**src/rtl/qif_aer_arbiter_if.sv**
```systemverilog
// rtl/qif_aer_arbiter_if.sv - spike inputs and AER event bus of the QIF arbiter
interface qif_aer_arbiter_if #(
    parameter int N_CH = 4,
    parameter int TS_W = 8,
    parameter int AW   = 2
);
    logic [N_CH-1:0] spike_in;
    logic            aer_ready;
    logic            clear_ovf;
    logic            aer_valid;
    logic [AW-1:0]   aer_addr;
    logic [TS_W-1:0] aer_time;
    logic [N_CH-1:0] overflow;
    logic [15:0]     evt_cnt;

    // Arbiter side: consumes spikes and ready, produces events and status
    modport slave (
        input  spike_in, aer_ready, clear_ovf,
        output aer_valid, aer_addr, aer_time, overflow, evt_cnt
    );

    // Environment side: neurons, downstream sink and status clear
    modport master (
        output spike_in, aer_ready, clear_ovf,
        input  aer_valid, aer_addr, aer_time, overflow, evt_cnt
    );
endinterface

```
**src/rtl/qif_aer_arbiter.sv**
```systemverilog
// rtl/qif_aer_arbiter.sv - round-robin AER arbiter timestamping QIF neuron spikes
module qif_aer_arbiter #(
    parameter int N_CH = 4,
    parameter int TS_W = 8,
    parameter int AW   = 2
) (
    input  logic              clk,
    input  logic              rst,
    qif_aer_arbiter_if.slave  bus
);
    logic [TS_W-1:0] ts;
    logic [N_CH-1:0] pending;
    logic [TS_W-1:0] ts_lat [N_CH];
    logic [N_CH-1:0] overflow_q;
    logic            aer_valid_q;
    logic [AW-1:0]   aer_addr_q;
    logic [TS_W-1:0] aer_time_q;
    logic [15:0]     evt_cnt_q;
    logic [AW-1:0]   last_grant;

    logic            slot_free;
    logic            accept;
    logic            grant_valid;
    logic [AW-1:0]   grant_ch;
    logic [AW-1:0]   cand;
    logic [N_CH-1:0] issue;
    logic [N_CH-1:0] ovf_set;

    assign slot_free = ~aer_valid_q | bus.aer_ready;
    assign accept    = aer_valid_q & bus.aer_ready;

    assign bus.aer_valid = aer_valid_q;
    assign bus.aer_addr  = aer_addr_q;
    assign bus.aer_time  = aer_time_q;
    assign bus.overflow  = overflow_q;
    assign bus.evt_cnt   = evt_cnt_q;

    // Round-robin pick: first registered pending channel after last_grant, wrapping
    always_comb begin
        grant_valid = 1'b0;
        grant_ch    = '0;
        cand        = '0;
        for (int k = 1; k <= N_CH; k++) begin
            cand = AW'((int'(last_grant) + k) % N_CH);
            if (!grant_valid && pending[cand]) begin
                grant_valid = 1'b1;
                grant_ch    = cand;
            end
        end
    end

    // One-hot issue vector and lost-spike detection for this cycle
    always_comb begin
        issue = '0;
        if (slot_free && grant_valid) begin
            issue[grant_ch] = 1'b1;
        end
        ovf_set = bus.spike_in & pending & ~issue;
    end

    // Free-running timestamp, wraps naturally at 2^TS_W
    always_ff @(posedge clk or posedge rst) begin
        if (rst) begin
            ts <= '0;
        end else begin
            ts <= ts + 1'b1;
        end
    end

    // Spike capture: a spike on an idle or just-issued channel restarts its timestamp
    always_ff @(posedge clk or posedge rst) begin
        if (rst) begin
            pending <= '0;
            for (int i = 0; i < N_CH; i++) begin
                ts_lat[i] <= '0;
            end
        end else begin
            pending <= (pending & ~issue) | bus.spike_in;
            for (int i = 0; i < N_CH; i++) begin
                if (bus.spike_in[i] && (!pending[i] || issue[i])) begin
                    ts_lat[i] <= ts;
                end
            end
        end
    end

    // Sticky overflow flags; a new loss beats a simultaneous clear
    always_ff @(posedge clk or posedge rst) begin
        if (rst) begin
            overflow_q <= '0;
        end else begin
            overflow_q <= (overflow_q & ~{N_CH{bus.clear_ovf}}) | ovf_set;
        end
    end

    // Output slot: load the granted event whenever the slot frees up
    always_ff @(posedge clk or posedge rst) begin
        if (rst) begin
            aer_valid_q <= 1'b0;
            aer_addr_q  <= '0;
            aer_time_q  <= '0;
            last_grant  <= AW'(N_CH - 1);
        end else if (slot_free) begin
            if (grant_valid) begin
                aer_valid_q <= 1'b1;
                aer_addr_q  <= grant_ch;
                aer_time_q  <= ts_lat[grant_ch];
                last_grant  <= grant_ch;
            end else begin
                aer_valid_q <= 1'b0;
            end
        end
    end

    // Accepted-event counter, saturating
    always_ff @(posedge clk or posedge rst) begin
        if (rst) begin
            evt_cnt_q <= '0;
        end else if (accept && (evt_cnt_q != 16'hFFFF)) begin
            evt_cnt_q <= evt_cnt_q + 16'd1;
        end
    end
endmodule

```
**src/flat_wrapper.sv**
```systemverilog
// flat-port wrapper written by rule: the top's interface ports become plain ports
module qif_aer_arbiter_flat 
#(
    parameter int N_CH = 4,
    parameter int TS_W = 8,
    parameter int AW   = 2
)
  (clk, rst, bus_spike_in, bus_aer_ready, bus_clear_ovf, bus_aer_valid, bus_aer_addr, bus_aer_time, bus_overflow, bus_evt_cnt);
  qif_aer_arbiter_if #(.N_CH(N_CH), .TS_W(TS_W), .AW(AW)) bus_i ();
  input  logic clk;
  input  logic rst;
  input wire logic [$bits(bus_i.spike_in)-1:0] bus_spike_in;
  input wire logic [$bits(bus_i.aer_ready)-1:0] bus_aer_ready;
  input wire logic [$bits(bus_i.clear_ovf)-1:0] bus_clear_ovf;
  output wire logic [$bits(bus_i.aer_valid)-1:0] bus_aer_valid;
  output wire logic [$bits(bus_i.aer_addr)-1:0] bus_aer_addr;
  output wire logic [$bits(bus_i.aer_time)-1:0] bus_aer_time;
  output wire logic [$bits(bus_i.overflow)-1:0] bus_overflow;
  output wire logic [$bits(bus_i.evt_cnt)-1:0] bus_evt_cnt;
  assign bus_i.spike_in = bus_spike_in;
  assign bus_i.aer_ready = bus_aer_ready;
  assign bus_i.clear_ovf = bus_clear_ovf;
  assign bus_aer_valid = bus_i.aer_valid;
  assign bus_aer_addr = bus_i.aer_addr;
  assign bus_aer_time = bus_i.aer_time;
  assign bus_overflow = bus_i.overflow;
  assign bus_evt_cnt = bus_i.evt_cnt;
  qif_aer_arbiter #(.N_CH(N_CH), .TS_W(TS_W), .AW(AW)) u_core (.clk(clk), .rst(rst), .bus(bus_i));
endmodule
```
**config.mk**
```make
export PLATFORM = sky130hd
export DESIGN_NAME = qif_aer_arbiter_flat
export DESIGN_NICKNAME = d
export VERILOG_FILES = /design/src/rtl/qif_aer_arbiter_if.sv /design/src/rtl/qif_aer_arbiter.sv /design/src/flat_wrapper.sv
export SDC_FILE = /design/constraint.sdc
export NUM_CORES = 1
export LEC_CHECK = 0
export BUFFER_PORTS_ARGS = -buffer_cell sky130_fd_sc_hd__buf_4
export CAP_MARGIN = 15
export CORE_AREA = 4 4 95 75
export CTS_CLUSTER_DIAMETER = 200
export DETAILED_ROUTE_END_ITERATION = 12
export DIE_AREA = 0 0 99 79
export PLACE_DENSITY = 0.77
export SETUP_SLACK_MARGIN = 0.15
export SLEW_MARGIN = 20
export SYNTH_ARGS = -nofsm -noshare
export SYNTH_HDL_FRONTEND = slang
export SYNTH_SLANG_ARGS = --single-unit
```
**constraint.sdc**
```tcl
create_clock -name clk -period 2.4 [get_ports clk]
set_input_delay 0.12 -clock clk [delete_from_list [all_inputs] [get_ports clk]]
set_output_delay 0.12 -clock clk [all_outputs]
set_load 0.03 [all_outputs]
```
==> Yosys cells after proc, flatten, opt, wreduce, memory -nomap -nowiden <==
Index checks and enable logic that the tools add are counted.
{ "word_totals": {"inputBits": 8, "register_bits": 77, "wordCells": 83, "ramBits": 0, "latchBits": 0, "output_inout_bits": 31, "mem_count": 0, "romBits": 0} }
{ "classes": {"multipliers": 0, "n_mux": 23, "n_lt_le_gt_ge": 7, "eq_ne": 1, "addsub": 6, "n_div": 0, "reduce_logical": 22, "shift": 0, "bitwise_logic": 12} }
{ "ops": {"columns": ["operator", "count"], "rows": [
  ["$add A16 B1 Y16 const B", 1],
  ["$and A4 B4 Y4", 4],
  ["$bmux W8 S2", 1],
  ["$mux W8", 2],
  ["$ne A16 B16 Y1 const B", 1],
  ["$lt A2 B3 Y1 const B", 5],
  ["$logic_and A1 B1 Y1", 10],
  ["$mux W1", 10],
  ["$add A8 B1 Y8 const B", 1],
  ["$bmux W1 S2", 4],
  ["$mux W2", 4],
  ["$not A4 Y4", 2],
  ["$or A4 B4 Y4", 2],
  ["$logic_not A1 Y1", 7],
  ["$add A2 B1 Y2 const B", 2],
  ["$add A2 B2 Y2 const B", 2],
  ["$logic_or A1 B1 Y1", 4],
  ["$mux W4", 1],
  ["$ge A3 B3 Y1 const B", 1],
  ["$not A2 Y3", 1],
  ["$demux W1 S2", 1],
  ["$ge A2 B1 Y1 const B", 1],
  ["$reduce_and A2 Y1", 1],
  ["$and A1 B1 Y1", 1],
  ["2 further kinds", 2]
]} }

==> Depth between registers and ports, before layout <==
{ "logic_depth": {"word_depth": 21, "ltp_mapped": 7, "depth_no_buf": 6} }

==> Least setup slack after synthesis <==
OpenSTA, ideal clock, no wires.
{ "synth_path": {"path_kind": "reg2reg", "from": "reg u_core.last_grant[1]", "to": "reg u_core.aer_time_q[0], in the netlist u_core.bus.aer_time[0]", "setup_ns": 0.125, "n_path_buf": 1, "period_less_slack_ns": 2.230, "slack_ns": 0.170, "stages_incl_launch_ff": 7, "t_arrival_ns": 2.105, "required_time_ns": 2.275, "path_cell_list": "dfstp_2 > mux2i_1 > o22ai_2 > a21oi_2 > buf_6 > mux4_2 > mux2_4"} }
{ "synth_between": {"elab_chain_cells": 17, "elab_cells_between_ends": 31, "cone_classes": "add/sub (4); mux (19); bitwise (1); reduce/logical (7)"} }
{ "synth_rtl": {"columns": ["element", "line_no", "source"], "rows": [
  ["start, declared", "qif_aer_arbiter.sv:19", "logic [AW-1:0] last_grant;"],
  ["start signal, assigned", "qif_aer_arbiter.sv:102", "last_grant <= AW'(N_CH - 1);"],
  ["start signal, assigned", "qif_aer_arbiter.sv:108", "last_grant <= grant_ch;"],
  ["$add A2 B1 Y2", "qif_aer_arbiter.sv:44", "cand = AW'((int'(last_grant) + k) % N_CH);"],
  ["$bmux W1 S2", "qif_aer_arbiter.sv:45", "if (!grant_valid && pending[cand]) begin"],
  ["$mux W1 (not written as such)", "qif_aer_arbiter.sv:45", null],
  ["$mux W1", "qif_aer_arbiter.sv:45", null],
  ["$logic_not A1 Y1", "qif_aer_arbiter.sv:45", null],
  ["$logic_and A1 B1 Y1", "qif_aer_arbiter.sv:45", null],
  ["$mux W1", "qif_aer_arbiter.sv:45", null],
  ["$logic_not A1 Y1", "qif_aer_arbiter.sv:45", null],
  ["$logic_and A1 B1 Y1", "qif_aer_arbiter.sv:45", null],
  ["$mux W1", "qif_aer_arbiter.sv:45", null],
  ["$logic_not A1 Y1", "qif_aer_arbiter.sv:45", null],
  ["$logic_and A1 B1 Y1", "qif_aer_arbiter.sv:45", null],
  ["$mux W2", "qif_aer_arbiter.sv:45", null],
  ["$not A2 Y3 (not written as such)", "qif_aer_arbiter.sv:107", "aer_time_q <= ts_lat[grant_ch];"],
  ["$bmux W8 S2", "qif_aer_arbiter.sv:107", null],
  ["$mux W8 (not written as such) (2 in a row)", "qif_aer_arbiter.sv:107", null],
  ["end signal, assigned", "qif_aer_arbiter.sv:107", null],
  ["end, declared", "qif_aer_arbiter.sv:17", "logic [TS_W-1:0] aer_time_q;"]
]} }
Parallel ways exist; a longest one is shown, timed or not. The select of a mux whose other input is x is not followed.
A chain may end at the register's enable or synchronous reset.

==> Worst setup path after layout <==
{ "layout_path": {"from": "reg u_core.last_grant[1]", "to": "reg u_core.aer_time_q[2], in the netlist u_core.bus.aer_time[2]"} }
Same word-level chain as after synthesis.

==> summary.md <==
| Metric | Value |
|---|---|
| Post-synth top area share | `a little over half` |
| Main synth FF type | `dfrtp_1` |
| Global Route Usage Sum | `21.5%` |
| Synth Warn # | `0` |
| Global-route wire length before repair | `roughly 13 mm` |
| Worst Max-Slew Pin Slew | `0.622 ns` |
| Multiplexer share of the synthesized area | `11.9%` |
| PwrDens | `1300 nW/µm²` |
| Final setup viols | `0` |
| Reg area | `slightly below 2000 µm²` |
| Worst R2R Start | `u_core.last_grant[1]` |
| CORE AREA | `between 6000 and 7000 µm²` |
| MaxCap Viol Count | `0` |
| Slew Viols, Final | `0` |
| Leak pwr | `1.97 nW` |
| WL/cell | `18.2 µm` |
| Critical Path RT | `approximately 2.6 ns` |
| Relative slew slack | `around three fifths` |
| Reg2reg end | `u_core.bus.aer_time[2]` |
| Max Root-Sink Buffers | `2` |
| CTS tree | `built` |
| Post-synth EDFFs | `0` |
| Clock root cell | `clkbuf_8` |
| Ports | `39` |
| Remaining Overflow, GRT | `0` |
| Top post-synthesis cells by area | `dfrtp_1, nand2_1, mux2_2` |
| Async set-reset flop share out of synthesis | `100%` |
| Setup crit start kind | `flip-flop` |
| Via/cell ratio | `5.87` |
| Total power | `0.00548 W` |
| Final ANT Viol Nets | `0` |
| Crit. Startpoint | `u_core.last_grant[1]` |
| Multi-input logic area | `1490 µm²` |
| Clock slew at reported path FFs | `0.08 ns` |
| Crit. End Element | `flip-flop` |
| Setup tns final | `0 ns` |
| Reg2reg setup slack | `0.17 ns` |
| Syn Std Cell Area | `3490 µm²` |
| Peak supply drop | `~0.47 mV` |
| Port bufs | `38` |
| Via count | `2583` |
| Clk sinks | `77` |
| WS Path Type | `flip-flop to flip-flop` |
| DR iter-0 viols | `172` |
| Cells after Synth | `304` |
| DR DRC count | `0` |
| Initial Utilization | `56.6%` |
| Outcome | `complete, no violations` |
| Number of diodes | `0` |
| Ratio of cells with drive above 1 in the final layout | `29.5%` |
| # nets final | `364` |
| Layout Area Growth over Synthesis | `20.9%` |
| Clk Latency, worst-skew pair | `0.35 ns` |
| Final hold vios | `0` |
| Die height | `79 µm` |
| Hold WC Path Type | `primary input to flip-flop` |
| Final WL | `about 8 mm` |
| Worst-path fanout max | `6` |
| Register area share after synthesis | `55.3%` |
| Share of the synthesized area in compound gates (AO/OA/AOI/OAI) | `around 8.7%` |
| Tcrit/Tclk final | `93.1%` |
| Number of global-route vias before repair | `2494` |
| # fillers | `439` |
| Antenna violations before repair | `0` |
| Syn_nets | `314` |
| Largest family of logic cells by synthesized area | `simple AND/OR/NAND/NOR gates` |
| Area leader, netlist | `dfrtp_1` |
| Num rows | `25` |
| Synth Area in Simple Gates | `roughly 16%` |
| Clock skew | `0.0120 ns` |
| H-tree lvl count | `3` |
| Path depth of the worst reg2reg path | `6` |
| Avg Inst Size Synth | `11.5 µm²` |
| Post-Synth Adder-Cell Area | `0.718%` |
| Pre-antenna DRT Iters | `4` |
| Die ar. | `7820 µm²` |
| Final min period | `2.23 ns` |
| Detailed placer's ending HPWL | `between 5 and 6 mm` |
| Num CTS Buffers | `9` |
| Synth unique cells | `45` |
| Final GP Congestion | `0.886` |
| Largest net degree at the start of global routing | `roughly 80` |
| Worst EP arrival | `between 2 and 2.5 ns` |
| Die W | `around 99 µm` |
| RSZ-0062 raised after global routing | `true` |
| Post-synthesis xor/xnor area fraction | `4.77%` |
| Fmax | `roughly 450 MHz` |
| Yosys reg bits | `77` |
| Worst Setup EP | `u_core.bus.aer_time[2]` |
-- repair_timing --
action                                  4_1_cts  5_1_grt
resized for setup                             4       11
gates cloned                                  0        1
buffers inserted                              2        2
pin swaps                                     0        1
endpoints found under the setup margin       23       22
hold buffers                                  2        0
hold endpoints to repair                     76        0
-- placed cells by master (no fill, tap or decap), types with 2 or more instances in the layout --
cell,netlist,final
clkbuf_8,0,10
nand2_1,66,65
o21a_1,4,3
nand4_1,4,4
mux2_2,16,12
dfrtp_1,75,75
mux2_4,2,6
xnor2_1,9,9
nand2b_1,4,4
buf_12,0,2
nor2_1,4,4
ha_1,2,2
a21oi_1,3,2
mux4_2,4,8
a21o_1,2,2
and4_1,2,2
nand3_1,9,9
bufinv_16,0,2
or2_2,3,3
nand4b_1,2,2
o22ai_1,24,24
a22o_1,3,3
xor2_1,10,10
dfstp_2,2,2
and3_1,3,3
nor4_1,4,4
nor3_1,5,5
dlygate4sd3_1,0,2
buf_4,1,47
clkbuf_1,7,2
inv_1,9,8
-- final cells by class --
cell class / count / area share [%]
Clock buffer: 12 / 3.45
Clock inverter: 4 / 1.72
Inverter: 9 / 0.802
Multi-Input combinational cell: 205 / 35.4
Sequential cell: 77 / 45.8
Tap cell: 81 / 2.41
Timing Repair Buffer: 52 / 10.4
-- synth_stat cells, types with 2 or more instances --
master / number
xnor2_1: 9
buf_2: 3
o21a_1: 4
a22o_1: 3
mux4_2: 4
a21oi_1: 3
clkbuf_1: 7
mux2_2: 16
ha_1: 2
nor3_1: 5
nand2b_1: 4
a21o_1: 2
and3_1: 3
mux2_4: 2
dfrtp_1: 75
o22ai_1: 24
mux4_1: 4
nand4_1: 4
nand4b_1: 2
nor3b_2: 2
nor2_1: 4
a31oi_2: 2
inv_1: 9
and4_1: 2
or2_2: 3
nand3_1: 9
dfstp_2: 2
nor4_1: 4
nand2_1: 66
xor2_1: 10
-- per-layer routing --
| metal | vias up | track usage (%) | wire length (µm) |
|---|---|---|---|
| li1 | 1176 | - | - |
| met1 | 1269 | 30.1 | 3470 |
| met2 | 128 | 32.7 | 3820 |
| met3 | 10 | 6.41 | 608 |
| met4 | 0 | 6.41 | 119 |
| met5 | - | 0 | 0 |
-- power by group --
part           total [W]  leakage (nW)  internal (W)  switching (W)
logic            0.00241         0.916       0.00116        0.00125
clock network    0.00107         0.107      0.000613       0.000454
registers        0.00200         0.949       0.00170       0.000305
total            0.00548          1.97       0.00347        0.00201
-- per-stage QoR --
step	instances	setup WS (ns)	util [%]	area, µm²	hold slack, ns
3_3_place_gp	417	0.139	63.1	3890	0.245
5_1_grt	440	0.0815	68.4	4210	0.0846
2_1_floorplan	304	0.170	-	3490	0.223
3_5_place_dp	417	0.0881	63.1	3890	0.250
6_report	440	0.166	68.4	4210	0.0852
4_1_cts	437	0.150	67.5	4160	0.0476
-- worst max-delay path, cell delays in order, from the launching register on --
cell	delay (ns)
dfstp_2	0.59
mux2i_2	0.25
o22ai_2	0.11
a21oi_4	0.21
clkbuf_16	0.19
mux4_2	0.49
mux2_4	0.27
-- worst min path at each step --
stage	startpoint	end	slack, ns	cells after the start
global placement	rst	u_core.bus.aer_time[1]	0.25	3
CTS	bus_aer_ready	u_core.bus.aer_valid	0.05	4
finish	bus_aer_ready	u_core.bus.aer_valid	0.09	4
global route	bus_aer_ready	u_core.bus.aer_valid	0.08	4
detailed placement	rst	u_core.bus.aer_time[1]	0.25	3
floorplan	bus_spike_in[0]	u_core.pending[0]	0.22	2
-- registers in the layout (all words and copies together), names as in the netlist --
name                  cells
u_core.ts_lat            32
u_core.ts                 8
u_core.bus.aer_valid      1
u_core.bus.evt_cnt       16
u_core.pending            4
u_core.bus.overflow       4
u_core.bus.aer_time       8
u_core.bus.aer_addr       2
u_core.last_grant         2
-- cells by family (layout without fill, tap and decap cells) --
group                    count (synthesis)  count (layout)
multiplexers                            27              27
buffers and inverters                   22              77
adder cells (fa/ha/maj)                  2               2
AND/OR/NAND/NOR                        114             114
XOR/XNOR                                19              19
AO/OA/AOI/OAI                           43              43
flip-flops                              77              77
No activity file was read; power rests on OpenSTA's default activity.
